===== src/rtl/ft601_bus_ctrl.sv =====
// FT601 245-synchronous FIFO bus sequencer: arbitrates RX/TX bursts on the
// half-duplex bus, inserts turnaround cycles and releases the FT601 reset.
module ft601_bus_ctrl #(
  parameter int MaxBurst      = 256,
  parameter int RstHoldCycles = 16
) (
  input  logic        usb_clk_i,
  input  logic        usb_rst_ni,
  input  logic [31:0] usb_data_i,
  output logic [31:0] usb_data_o,
  output logic        usb_data_oe,
  output logic [3:0]  usb_be_o,
  output logic        usb_be_oe,
  input  logic        usb_rxf_ni,
  input  logic        usb_txe_ni,
  output logic        usb_rd_no,
  output logic        usb_wr_no,
  output logic        usb_oe_no,
  output logic        usb_siwu_no,
  output logic        usb_rst_no,
  output logic        rx_valid_o,
  output logic [31:0] rx_data_o,
  input  logic        rx_afull_i,
  input  logic        tx_valid_i,
  input  logic [31:0] tx_data_i,
  input  logic [3:0]  tx_be_i,
  output logic        tx_ready_o,
  output logic        busy_o,
  output logic [2:0]  state_o
);

  localparam int CW = $clog2(MaxBurst + 1);
  localparam int HW = $clog2(RstHoldCycles + 1);
  localparam logic [CW-1:0] CNT_MAX  = CW'(MaxBurst);
  localparam logic [CW-1:0] CNT_LAST = CW'(MaxBurst - 1);
  localparam logic [HW-1:0] HOLD_LAST = HW'(RstHoldCycles - 1);

  typedef enum logic [2:0] {
    S_RESET    = 3'd0,
    S_IDLE     = 3'd1,
    S_RX_OE    = 3'd2,
    S_RX_BURST = 3'd3,
    S_RX_END   = 3'd4,
    S_TX_BURST = 3'd5,
    S_TURN     = 3'd6
  } state_t;

  state_t        r_state, w_state_next;
  logic [HW-1:0] r_hold, w_hold_next;
  logic [CW-1:0] r_cnt, w_cnt_next;
  logic          r_last_rx, w_last_rx_next;

  logic          w_rx_ok, w_tx_ok;
  logic [CW-1:0] w_cnt_inc;

  assign w_rx_ok   = !usb_rxf_ni && !rx_afull_i;
  assign w_tx_ok   = !usb_txe_ni && tx_valid_i;
  assign w_cnt_inc = (r_cnt == CNT_MAX) ? r_cnt : r_cnt + CW'(1);

  always_ff @(posedge usb_clk_i or negedge usb_rst_ni) begin
    if (!usb_rst_ni) begin
      r_state   <= S_RESET;
      r_hold    <= '0;
      r_cnt     <= '0;
      r_last_rx <= 1'b0;
    end else begin
      r_state   <= w_state_next;
      r_hold    <= w_hold_next;
      r_cnt     <= w_cnt_next;
      r_last_rx <= w_last_rx_next;
    end
  end

  always_comb begin
    w_state_next   = r_state;
    w_hold_next    = r_hold;
    w_cnt_next     = r_cnt;
    w_last_rx_next = r_last_rx;
    usb_rd_no      = 1'b1;
    usb_wr_no      = 1'b1;
    usb_oe_no      = 1'b1;
    usb_data_oe    = 1'b0;
    usb_be_oe      = 1'b0;
    usb_data_o     = '0;
    usb_be_o       = '0;
    rx_valid_o     = 1'b0;
    tx_ready_o     = 1'b0;

    unique case (r_state)
      S_RESET: begin
        if (r_hold == HOLD_LAST) w_state_next = S_IDLE;
        else                     w_hold_next  = r_hold + HW'(1);
      end
      S_IDLE: begin
        // On contention the direction not served last wins.
        if (w_rx_ok && (!w_tx_ok || !r_last_rx)) begin
          w_state_next   = S_RX_OE;
          w_last_rx_next = 1'b1;
          w_cnt_next     = '0;
        end else if (w_tx_ok) begin
          w_state_next   = S_TX_BURST;
          w_last_rx_next = 1'b0;
          w_cnt_next     = '0;
        end
      end
      S_RX_OE: begin
        usb_oe_no    = 1'b0;
        w_state_next = S_RX_BURST;
      end
      S_RX_BURST: begin
        usb_oe_no = 1'b0;
        usb_rd_no = rx_afull_i;
        if (w_rx_ok) begin
          rx_valid_o = 1'b1;
          w_cnt_next = w_cnt_inc;
        end
        if (!w_rx_ok || (r_cnt == CNT_LAST)) w_state_next = S_RX_END;
      end
      S_RX_END: w_state_next = S_TURN;
      S_TX_BURST: begin
        usb_data_oe = 1'b1;
        usb_be_oe   = 1'b1;
        usb_data_o  = tx_data_i;
        usb_be_o    = tx_be_i;
        usb_wr_no   = !w_tx_ok;
        tx_ready_o  = !usb_txe_ni;
        if (w_tx_ok) w_cnt_next = w_cnt_inc;
        if (!w_tx_ok || (r_cnt == CNT_LAST)) w_state_next = S_TURN;
      end
      S_TURN:  w_state_next = S_IDLE;
      default: w_state_next = S_IDLE;
    endcase
  end

  assign rx_data_o   = usb_data_i;
  assign usb_rst_no  = (r_state != S_RESET);
  assign usb_siwu_no = 1'b1;
  assign busy_o      = (r_state != S_IDLE);
  assign state_o     = r_state;

endmodule


===== config.mk =====
export PLATFORM = sky130hd
export DESIGN_NAME = ft601_bus_ctrl
export DESIGN_NICKNAME = d
export VERILOG_FILES = /design/src/rtl/ft601_bus_ctrl.sv
export SDC_FILE = /design/constraint.sdc
export NUM_CORES = 1
export LEC_CHECK = 0
export BUFFER_PORTS_ARGS = -buffer_cell sky130_fd_sc_hd__buf_4
export CELL_PAD_IN_SITES_DETAIL_PLACEMENT = 1
export CELL_PAD_IN_SITES_GLOBAL_PLACEMENT = 1
export CORE_MARGIN = 3
export CORE_UTILIZATION = 25
export CTS_BUF_LIST = sky130_fd_sc_hd__clkbuf_4 sky130_fd_sc_hd__clkbuf_8 sky130_fd_sc_hd__clkbuf_16
export CTS_CLUSTER_DIAMETER = 200
export CTS_CLUSTER_SIZE = 25
export DETAILED_ROUTE_END_ITERATION = 12
export HOLD_SLACK_MARGIN = 0.06
export PLACE_DENSITY_LB_ADDON = 0.08
export SLEW_MARGIN = 10
export SYNTH_ARGS = -nofsm -noshare
export SYNTH_HDL_FRONTEND = slang
export SYNTH_SLANG_ARGS = --single-unit
export TNS_END_PERCENT = 5

===== constraint.sdc =====
create_clock -name usb_clk_i -period 2.8 [get_ports usb_clk_i]
set_clock_uncertainty 0.2 [all_clocks]
set_input_delay 0.28 -clock usb_clk_i [delete_from_list [all_inputs] [get_ports usb_clk_i]]
set_output_delay 0.28 -clock usb_clk_i [all_outputs]
set_load 0.005 [all_outputs]

== Yosys cells after proc, flatten, opt, wreduce, memory -nomap -nowiden ==
Cells that the tools add are included.

* Latch bits: 0
* Bits in writable memories: 0
* Memories: 0
* ROM bits: 0
* Output and inout bits: 81
* Register bits after elaboration: 18
* Logic and storage cells: 66
* Bits of input ports: 74

* Mux-type cells: 23
* Magnitude comparators: 0
* Divide/modulo/power cells: 0
* Bitwise gates (word level): 1
* Reductions and logical operators: 21
* Equal/unequal tests: 15
* $mul: 0
* Add/sub/neg operators: 2
* Shift operators: 0

{| class="wikitable"
|+ Operators with widths
! kind !! count
|-
| two-way mux 9 bit || 5
|-
| two-way mux 32 bit || 1
|-
| case mux 9 bit (3 select lines) || 1
|-
| case mux 3 bit (6 select lines) || 1
|-
| two-way mux 3 bit || 5
|-
| != test 2 bit (second input constant) || 5
|-
| adder 9 x 1 -> 9 bit (second input constant) || 1
|-
| == test 9 x 8 -> 1 bit (second input constant) || 1
|-
| == test 9 bit (second input constant) || 1
|-
| two-way mux 1 bit || 9
|-
| AND reduction 4 bit || 2
|-
| == test 3 x 2 -> 1 bit (second input constant) || 2
|-
| == test 3 bit (second input constant) || 2
|-
| logical NOT 1 bit || 6
|-
| nonzero test 3 bit || 2
|-
| adder 5 x 1 -> 5 bit (second input constant) || 1
|-
| == test 5 x 4 -> 1 bit (second input constant) || 1
|-
| two-way mux 4 bit || 1
|-
| AND reduction 2 bit || 2
|-
| == test 3 x 1 -> 1 bit (second input constant) || 1
|-
| logical AND 1 bit || 3
|-
| logical NOT 3 bit || 1
|-
| logical OR 1 bit || 3
|-
| != test 3 x 1 -> 1 bit (second input constant) || 1
|-
| 4 further kinds || 4
|}

== Logic depth before layout (Yosys ltp) ==
Gate-level depths: netlist of the first run.

* Word-level depth: 7
* Gate-level depth with buffers: 9
* Depth with buffers taken out: 9

== Least setup slack after synthesis of the first run ==
No wires, ideal clock.

* Path type: register to register
* Start point: register r_cnt[0]
* End point: register r_state[1], in the netlist state_o[1]
* Stages on the path, launching flop included: 10
* Data required time: 2471 ps
* Buffers on the path: 0
* Period minus slack after synthesis: 2258 ps
* Data arrival time: 1929 ps
* Setup slack: 542 ps
* Library setup time: 129 ps
* Cells stage by stage: dfrtp_1 ha_1 and3_1 and3_1 and3_1 ha_1 nor3_1 nor2b_1 a221o_1 o32ai_2

* Cells in the longest elaborated chain, start to end: 4
* Elaborated cells on any way between the ends: 6
* Those cells by class: eq/ne: 3; reduce/logical: 3

{| class="wikitable"
|+ Ends and longest elaborated chain
! element !! RTL line !! source
|-
| from (decl) || 50 || <nowiki>logic [CW-1:0] r_cnt, w_cnt_next;</nowiki>
|-
| from (signal assigned) || 69 || <nowiki>r_cnt <= w_cnt_next;</nowiki>
|-
| == test 9 x 8 -> 1 bit * || 117, 128 ||
|-
| logical OR 1 bit, on equally long branches || 128, 117 ||
|-
| != test 2 bit (no line) || - ||
|-
| AND reduction 4 bit (no line) * || - ||
|-
| to (signal assigned) || 67 || <nowiki>r_state <= w_state_next;</nowiki>
|-
| to (decl) || 48 || <nowiki>state_t r_state, w_state_next;</nowiki>
|}

Every way passes the cells marked *; elsewhere a longest branch is shown, timed or not.
A chain may end at the register's enable or synchronous reset.

== Worst setup path after layout of the first run ==
Ends and elaborated chain as after synthesis.

==> impl_metrics.tcl, run 1 <==
set metrics [dict create \
    status "complete, no violations" \
    synth_edf_count 0 \
    viasPerCell 4.77 \
    regToRegSetupSlack_ns 0.29 \
    gr-total-overflow 0 \
    vias 1560 \
    antenna_cells 0 \
    start_util_pct 26.7 \
    vdd_ir_drop_max_v 0.000480 \
    die_area_mm2 0.00800 \
    wire_per_inst_um 15.8 \
    period_share_pct 89.5 \
    avgSynthCellArea_um2 8.89 \
    final_cell_mix "buf_4, and2_1, dfrtp_1" \
    synth-seq-cells 18 \
    grt_pass1_vias 1410 \
    hold_path_class "primary input to flip-flop" \
    final_core_util_pct 34.8 \
    clkTransAtPathRegs_ns 0.07 \
    hold_viol_final 0 \
    worstRegToRegCells 9 \
    power_uw 1710 \
    root_buffer "clkbuf_8" \
    fmax_ghz 0.399 \
    io_buffers 89 \
    coreArea_mm2 0.00653 \
    hp-start "usb_rxf_ni" \
    grt_pass1_wl_um 7470 \
    tritoncts "yes" \
    power_density_mw_per_mm2 751 \
    setup_viol 0 \
    tightestPinTransition_ns 0.581 \
    num_io_pins 155 \
    antenna_found_initial 0 \
    num_rows 29 \
    die_width_um 89.5 \
    netlist_area_mm2 0.00174 \
    maxSlewHeadroom_pct 61.3 \
    min_period_ns 2.51 \
    yosys_most_used_dff "dfrtp_1" \
    dr.pass1.iters 4 \
    netlist_instances 196 \
    antenna_left 0 \
    startpoint_type "flip-flop" \
    remaining_drc_errors 0 \
    syn_to_final_growth_pct 30.5 \
    cts_resized 0 \
    first_iter_violations 43 \
    r2r_start "r_cnt[0]" \
    dp_worst_setup_slack_ns 0.334 \
    finalWirelength_um 5170 \
    hold_end "state_o[2]" \
    final_layout_size_suffix_gt1_share_pct 42.8 \
    end_kind "flip-flop" \
    routabilityCongestion 0.718 \
    cellLeakagePower_uw 0.00110 \
    path_class "flip-flop to flip-flop" \
    max-clock-path-buffers 2 \
    cts_buffers 3 \
    cp_max_fo 5 \
    drv_slew 0 \
    r2r-end "state_o[1]" \
    die-height_um 89.5 \
    clk-insertion-delay-late_ns 0.26 \
    grt_usage_pct 11.9 \
    rsz0062_at_grt "false" \
    async_reset_ff_share_pct 100 \
    synth_nets 275 \
    fin_ws_ns 0.293 \
    final_common_cell "buf_4" \
    final_net_count 330 \
    max-cap-violations 0 \
    synth_cell_types 53 \
    required_ns 2.72 \
    clock_sinks 18 \
    ys_warn_count 0 \
    hold_depth 3 \
    setup_tns_ns 0 \
    htree_num_levels 1 \
    arrival_ns 2.43 \
    grt_max_degree 40 \
    yosysSeqAreaShare_pct 25.9 \
    dpl.hpwl_um 4050 \
]
-- through the flow --
step | instance area [µm²] | hold WS [ns] | instances
floorplan | 1740 | -0.216 | 196
global placement | 2210 | -0.0276 | 322
detailed placement | 2210 | -0.0263 | 322
CTS | 2270 | 0.197 | 327
global route | 2270 | 0.246 | 327
finish | 2270 | 0.211 | 327
-- kinds of logic (layout without fill, tap and decap cells) --
family | count (synthesis) | in the layout | share of synthesized area, %
AO/OA/AOI/OAI | 35 | 35 | 16.9
XOR/XNOR | 5 | 5 | 2.51
adder cells (fa/ha/maj) | 5 | 5 | 3.59
buffers and inverters | 51 | 105 | 19.8
flip-flops | 18 | 18 | 25.9
multiplexers | 2 | 2 | 1.22
other | 1 | 1 | 0.215
AND/OR/NAND/NOR | 79 | 79 | 30.0
-- report_power, final --
part,total (µW),switching (µW),internal (µW)
logic,949,437,513
clock network,221,95.7,125
registers,535,181,354
-- cell usage after synthesis, types with 2 or more instances --
library cell | n | share of area [%]
and2_1 | 36 | 13
buf_4 | 35 | 15
dfrtp_1 | 18 | 26
inv_1 | 10 | 2.2
a31oi_1 | 8 | 2.9
nor2_1 | 7 | 1.5
or3_1 | 6 | 2.2
ha_1 | 5 | 3.6
nand2_1 | 5 | 1.1
and3_1 | 4 | 1.4
o211ai_1 | 4 | 1.7
o21ai_1 | 4 | 1.1
a21oi_1 | 3 | 0.86
nand3_1 | 3 | 0.86
o21ai_0 | 3 | 0.86
xnor2_1 | 3 | 1.5
clkbuf_2 | 2 | 0.57
nand2b_1 | 2 | 0.72
nand4_1 | 2 | 0.72
nor4_1 | 2 | 0.72
xor2_1 | 2 | 1.0
-- repair_timing --
item,4_1_cts,5_1_grt
hold buffers,1,0
endpoints found under the hold margin,18,0
buffers inserted,0,0
-- worst max-delay path, stage by stage, from the launching register on --
cell	delay, ns
dfrtp_1	0.43
ha_1	0.24
and3_1	0.21
and3_1	0.20
and3_1	0.19
ha_1	0.21
nor3_1	0.26
nor2b_1	0.18
a221o_1	0.16
o32ai_2	0.09
-- how the worst max path moves through the flow --
stage / startpoint / end / slack (ns)
after floorplan: r_cnt[0] / state_o[1] / 0.54
after global placement: r_cnt[0] / state_o[1] / 0.36
after detailed placement: r_cnt[0] / state_o[1] / 0.33
after CTS: r_cnt[0] / state_o[1] / 0.30
after global routing: r_cnt[1] / state_o[1] / 0.11
final: r_cnt[0] / state_o[1] / 0.29
-- cell type report --
class,count,area (µm²)
fillers,796,4260
multi-input cells,127,947
repair buffers,91,686
flip-flops and latches,18,450
well taps,77,96.3
clock buffers,4,55.1
inverters,10,37.5
-- flip-flops by register name (all words and copies together), names as in the netlist --
name / cells
r_hold: 5
r_last_rx: 1
state_o: 3
r_cnt: 9
-- per-layer routing --
layer	track usage, %	vias to the layer above	wire length, µm
li1	-	750	-
met1	14.9	711	2120
met2	19.5	77	2380
met3	2.95	22	561
met4	4.87	0	106
met5	0	-	0
Note: power is estimated with default switching activity, not from simulation.
==> run 2, diff against run 1 <==
--- a/config.mk
+++ b/config.mk
@@ -5,7 +5,7 @@
 export SDC_FILE = /design/constraint.sdc
 export NUM_CORES = 1
 export LEC_CHECK = 0
-export BUFFER_PORTS_ARGS = -buffer_cell sky130_fd_sc_hd__buf_4
+export BUFFER_PORTS_ARGS = -buffer_cell sky130_fd_sc_hd__buf_2
 export CELL_PAD_IN_SITES_DETAIL_PLACEMENT = 1
 export CELL_PAD_IN_SITES_GLOBAL_PLACEMENT = 1
 export CORE_MARGIN = 3
==> run 2 against run 1 <==
Against the previous run: register-to-register slack about the same; via count up 1.2%; critical path depth unchanged; utilization down 3.4 points; maximum frequency down 0.30%; clock-buffer cell count unchanged; global-route usage down 0.70 points; largest power group unchanged.
==> impl_metrics.tcl, run 2 (same netlist as run 1, synthesis figures left out) <==
set metrics [dict create \
    io_buffers 89 \
    crit_path_cell_trace "ha_1 > and3_1 > and3_1 > and3_1 > ha_1 > nor3_1 > nor2b_1 > a221o_1 > o32ai_2" \
    max-clock-path-buffers 2 \
    regMostFlops "r_cnt" \
    crit_top_cell "and3_1" \
    remaining_drc_errors 0 \
    worstRegToRegCells 9 \
    hold_depth 3 \
    final_layout_size_suffix_gt1_share_pct 42.8 \
    startpoint_type "flip-flop" \
    coreArea_mm2 0.00653 \
    tightestPinTransition_ns 0.579 \
    die_width_um 89.5 \
    clk-insertion-delay-late_ns 0.25 \
    switching_share_pct 43.8 \
    worst-path-stages 9 \
    num-fill-cells 816 \
    critPathTopFamily "simple AND/OR/NAND/NOR gates" \
    clock_sinks 18 \
    hold_viol_final 0 \
    cp_max_fo 5 \
    root_buffer "clkbuf_8" \
    arrival_ns 2.43 \
    clkTransAtPathRegs_ns 0.07 \
    drv_slew 0 \
    die_area_mm2 0.00800 \
    cts_buffers 3 \
    setup_tns_ns 0 \
    dpl.hpwl_um 3890 \
    rsz0062_at_grt "false" \
    fmax_ghz 0.398 \
    whs_ns 0.259 \
    end_kind "flip-flop" \
    max-cap-violations 0 \
    grt_usage_pct 11.2 \
    wire_per_inst_um 14.8 \
    finalWirelength_um 4850 \
    setup_viol 0 \
    path_class "flip-flop to flip-flop" \
    die-height_um 89.5 \
    maxSlewHeadroom_pct 61.4 \
    vdd_ir_drop_max_v 0.000382 \
    hold_path_class "primary input to flip-flop" \
    place_inst 322 \
    start_util_pct 26.7 \
    power_uw 1600 \
    antenna_found_initial 0 \
    power_density_mw_per_mm2 780 \
    status "complete, no violations" \
    viasPerCell 4.83 \
    slowest_stage "dfrtp_1" \
    fin_cells 327 \
    min_period_ns 2.51 \
    cts_resized 0 \
    cellLeakagePower_uw 0.00106 \
    num_io_pins 155 \
    final_cell_mix "buf_2, and2_1, dfrtp_1" \
    tritoncts "yes" \
    internal_power_uw 898 \
    pwr-share-seq_pct 33.3 \
    gr-total-overflow 0 \
    num_rows 29 \
    antenna_cells 0 \
    clkPwrFrac_pct 13.4 \
    post_cts_buffers 0 \
    first_iter_violations 43 \
    htree_num_levels 1 \
    antenna_left 0 \
    dp_worst_setup_slack_ns 0.298 \
    syn_to_final_growth_pct 17.7 \
    grt_pass1_wl_um 7190 \
    dr.pass1.iters 3 \
    final_net_count 330 \
    slowest_delay_ns 0.43 \
    vias 1579 \
    grt_max_degree 40 \
    routabilityCongestion 0.696 \
    fin_ws_ns 0.285 \
    hold_buffers 1 \
    multi_input_area_um2 947 \
    grt_pass1_vias 1471 \
    largest_reg_flops 9 \
    p_sw_uw 700 \
    comb_power_share_pct 53.2 \
    period_share_pct 89.8 \
    final_common_cell "buf_2" \
    area.sequential_um2 450 \
    required_ns 2.72 \
    critPathBufInv 0 \
]
-- run 2: metal layers --
metal	wire [µm]	part of all wire, %	global-route usage (%)	up-vias
met5	0	0	0	-
met4	69	1.4	3.25	0
met3	504	10	2.86	18
met2	2310	48	19.6	75
met1	1960	40	13.5	735
li1	-	-	-	751
-- run 2: path summary, 6_finish.rpt --
| path | startpoint | to | slack [ns] |
|---|---|---|---|
| setup / recovery | r_cnt[0] | state_o[1] | 0.29 |
| hold / removal | usb_rxf_ni | state_o[2] | 0.26 |
| setup reg to reg | r_cnt[0] | state_o[1] | 0.29 |
| hold reg to reg | r_hold[3] | r_hold[3] | 0.28 |
| max in group asynchronous | usb_rst_ni | r_cnt[1] | 1.80 |
| min in group asynchronous | usb_rst_ni | r_hold[4] | 0.30 |
-- run 2: layout make-up --
| class | count | area share [%] |
|---|---|---|
| Clock buffer | 4 | 2.69 |
| Inverter | 10 | 1.83 |
| Multi-Input combinational cell | 127 | 46.2 |
| Sequential cell | 18 | 22.0 |
| Tap cell | 77 | 4.70 |
| Timing Repair Buffer | 91 | 22.6 |
-- run 2: power groups by stage --
stage / sequential, µW / clock, µW / combinational [µW]
after global routing: 557 / 234 / 972
final: 532 / 215 / 851
after floorplan: 442 / 0 / 712
after detailed placement: 539 / 0 / 872
after global placement: 538 / 0 / 880
after CTS: 535 / 224 / 875
-- run 2: metrics by stage --
step           cell area (µm²)  util (%)
6_report                  2050      31.4
3_5_place_dp              1980      30.4
5_1_grt                   2050      31.4
2_1_floorplan             1740         -
4_1_cts                   2050      31.4
3_3_place_gp              1980      30.4
-- run 2: worst register-to-register path: cells and delay by family (launching register included) --
kind | cells | cell delay, ns
and+or+nand+nor | 5 | 1.04
adders and majority gates | 2 | 0.45
DFF | 1 | 0.43
AOI/OAI and AO/OA | 2 | 0.25
==> run 3, diff against run 2 <==
--- a/config.mk
+++ b/config.mk
@@ -6,10 +6,11 @@
 export NUM_CORES = 1
 export LEC_CHECK = 0
 export BUFFER_PORTS_ARGS = -buffer_cell sky130_fd_sc_hd__buf_2
+export CAP_MARGIN = 20
 export CELL_PAD_IN_SITES_DETAIL_PLACEMENT = 1
 export CELL_PAD_IN_SITES_GLOBAL_PLACEMENT = 1
 export CORE_MARGIN = 3
-export CORE_UTILIZATION = 25
+export CORE_UTILIZATION = 27
 export CTS_BUF_LIST = sky130_fd_sc_hd__clkbuf_4 sky130_fd_sc_hd__clkbuf_8 sky130_fd_sc_hd__clkbuf_16
 export CTS_CLUSTER_DIAMETER = 200
 export CTS_CLUSTER_SIZE = 25
==> constraint.sdc (replaced) <==
create_clock -name usb_clk_i -period 3.07 [get_ports usb_clk_i]
set_clock_uncertainty 0.2 [all_clocks]
set_input_delay 0.307 -clock usb_clk_i [delete_from_list [all_inputs] [get_ports usb_clk_i]]
set_output_delay 0.307 -clock usb_clk_i [all_outputs]
set_load 0.005 [all_outputs]
==> run 3 against run 2 <==
Against the previous run: via count down 1.7%; worst setup slack better by 0.27 ns; combinational power shrank 8.6%; first-iteration DRC count rose by 14%; clock-buffer cell count unchanged; routed wire length grew 7.7%; global-route usage rose by 2.4 points; sequential power is 9.6% lower; non-clock buffer count stayed put; final cell count down 0.61%; cell area shrank 0.12%; largest cell class unchanged; largest power group unchanged.
==> impl_metrics.tcl, run 3 (same netlist as run 1, synthesis figures left out) <==
set metrics [dict create \
    post_cts_buffers 0 \
    arrival_ns 2.45 \
    r2r-end "state_o[1]" \
    antenna_cells 0 \
    antenna_left 0 \
    clkTransAtPathRegs_ns 0.08 \
    final_cell_mix "buf_2, and2_1, dfrtp_1" \
    viasPerCell 4.78 \
    vias 1552 \
    num-fill-cells 762 \
    final_net_count 330 \
    die_width_um 86.3 \
    hold_buffers 1 \
    clock_sinks 18 \
    antenna_found_initial 0 \
    status "complete, no violations" \
    setup_viol 0 \
    largest_reg_flops 9 \
    setup_tns_ns 0 \
    gr-total-overflow 0 \
    multi_input_area_um2 947 \
    hold_viol_final 0 \
    cp_max_fo 6 \
    max-clock-path-buffers 2 \
    hold_depth 1 \
    routabilityCongestion 0.717 \
    syn_to_final_growth_pct 17.5 \
    min_period_ns 2.52 \
    dpl.hpwl_um 4220 \
    path_class "flip-flop to flip-flop" \
    crit_path_cell_trace "ha_1 > and3_1 > and3_1 > and3_1 > ha_1 > nor3_1 > nor2b_1 > a221o_1 > o32ai_2" \
    maxSlewHeadroom_pct 62.2 \
    grt_usage_pct 13.6 \
    num_rows 28 \
    slowest_delay_ns 0.44 \
    hp-start "r_hold[3]" \
    hold_path_class "flip-flop to flip-flop" \
    max-cap-violations 0 \
    remaining_drc_errors 0 \
    start_util_pct 28.6 \
    power_density_mw_per_mm2 716 \
    htree_num_levels 1 \
    dr.pass1.iters 4 \
    grt_pass1_vias 1529 \
    startpoint_type "flip-flop" \
    end_kind "flip-flop" \
    place_inst 320 \
    r2r_start "r_cnt[1]" \
    die-height_um 86.3 \
    fin_cells 325 \
    wire_per_inst_um 16.1 \
    finalWirelength_um 5220 \
    final_common_cell "buf_2" \
    power_uw 1470 \
    area.sequential_um2 450 \
    rsz0062_at_grt "false" \
    cellLeakagePower_uw 0.00106 \
    root_buffer "clkbuf_8" \
    fmax_ghz 0.397 \
    first_iter_violations 49 \
    grt_pass1_wl_um 8140 \
    period_share_pct 82.0 \
    tritoncts "yes" \
    clk-insertion-delay-late_ns 0.26 \
    num_io_pins 155 \
    regMostFlops "r_cnt" \
    required_ns 3.00 \
    vdd_ir_drop_max_v 0.000234 \
    drv_slew 0 \
    die_area_mm2 0.00745 \
    grt_max_degree 40 \
    regToRegSetupSlack_ns 0.55 \
    io_buffers 89 \
    worstRegToRegCells 9 \
    cts_resized 0 \
    crit_top_cell "and3_1" \
    slowest_stage "dfrtp_1" \
    coreArea_mm2 0.00610 \
    hold_end "r_hold[3]" \
    final_layout_size_suffix_gt1_share_pct 42.8 \
    cts_buffers 3 \
    tightestPinTransition_ns 0.566 \
]
run 3: cell counts in the layout (fill, tap and decap cells not counted):
No cell type changed its count.
run 3: how the worst max path moves through the flow:
stage / startpoint / end / slack [ns] / cells after the start
floorplan: r_cnt[0] / state_o[1] / 0.81 / 9
CTS: r_cnt[1] / state_o[1] / 0.57 / 9
detailed placement: r_cnt[1] / state_o[1] / 0.58 / 9
finish: r_cnt[1] / state_o[1] / 0.55 / 9
global route: r_cnt[1] / state_o[1] / 0.43 / 9
global placement: r_cnt[1] / state_o[1] / 0.67 / 9
run 3: worst max-delay path: cells and delay by family, from the launching register on:
family	cells	cell delay, ns
AOI/OAI and AO/OA	2	0.26
adders and majority gates	2	0.44
and+or+nand+nor	5	1.04
DFF	1	0.44
run 3: cell type report:
cell class | count | area share [%]
clock buffers | 4 | 2.69
inverters | 10 | 1.83
multi-input cells | 127 | 46.3
flip-flops and latches | 18 | 22.0
well taps | 75 | 4.58
repair buffers | 91 | 22.6
run 3: report_power, final:
| group | internal [µW] | switching [µW] | leakage [µW] | total (µW) |
|---|---|---|---|---|
| sequential | 323 | 158 | 0.000231 | 481 |
| clock | 114 | 91.7 | 0.0000288 | 206 |
| combinational | 383 | 396 | 0.000797 | 778 |
run 3: metal layers:
| layer | GRT usage [%] | routed length (µm) | vias to the layer above |
|---|---|---|---|
| met1 | 16.7 | 2040 | 719 |
| met3 | 3.33 | 429 | 20 |
| li1 | - | - | 748 |
| met5 | 0 | 0 | - |
| met2 | 23.3 | 2640 | 65 |
| met4 | 4.67 | 108 | 0 |
run 3: metrics by stage:
stage | worst slack, ns | util (%) | cell area [µm²] | hold WS (ns)
floorplan | 0.812 | - | 1740 | -0.189
global placement | 0.670 | 32.5 | 1980 | 0.0805
detailed placement | 0.584 | 32.5 | 1980 | 0.0754
CTS | 0.566 | 33.6 | 2050 | 0.274
global route | 0.434 | 33.6 | 2050 | 0.317
finish | 0.552 | 33.6 | 2050 | 0.270
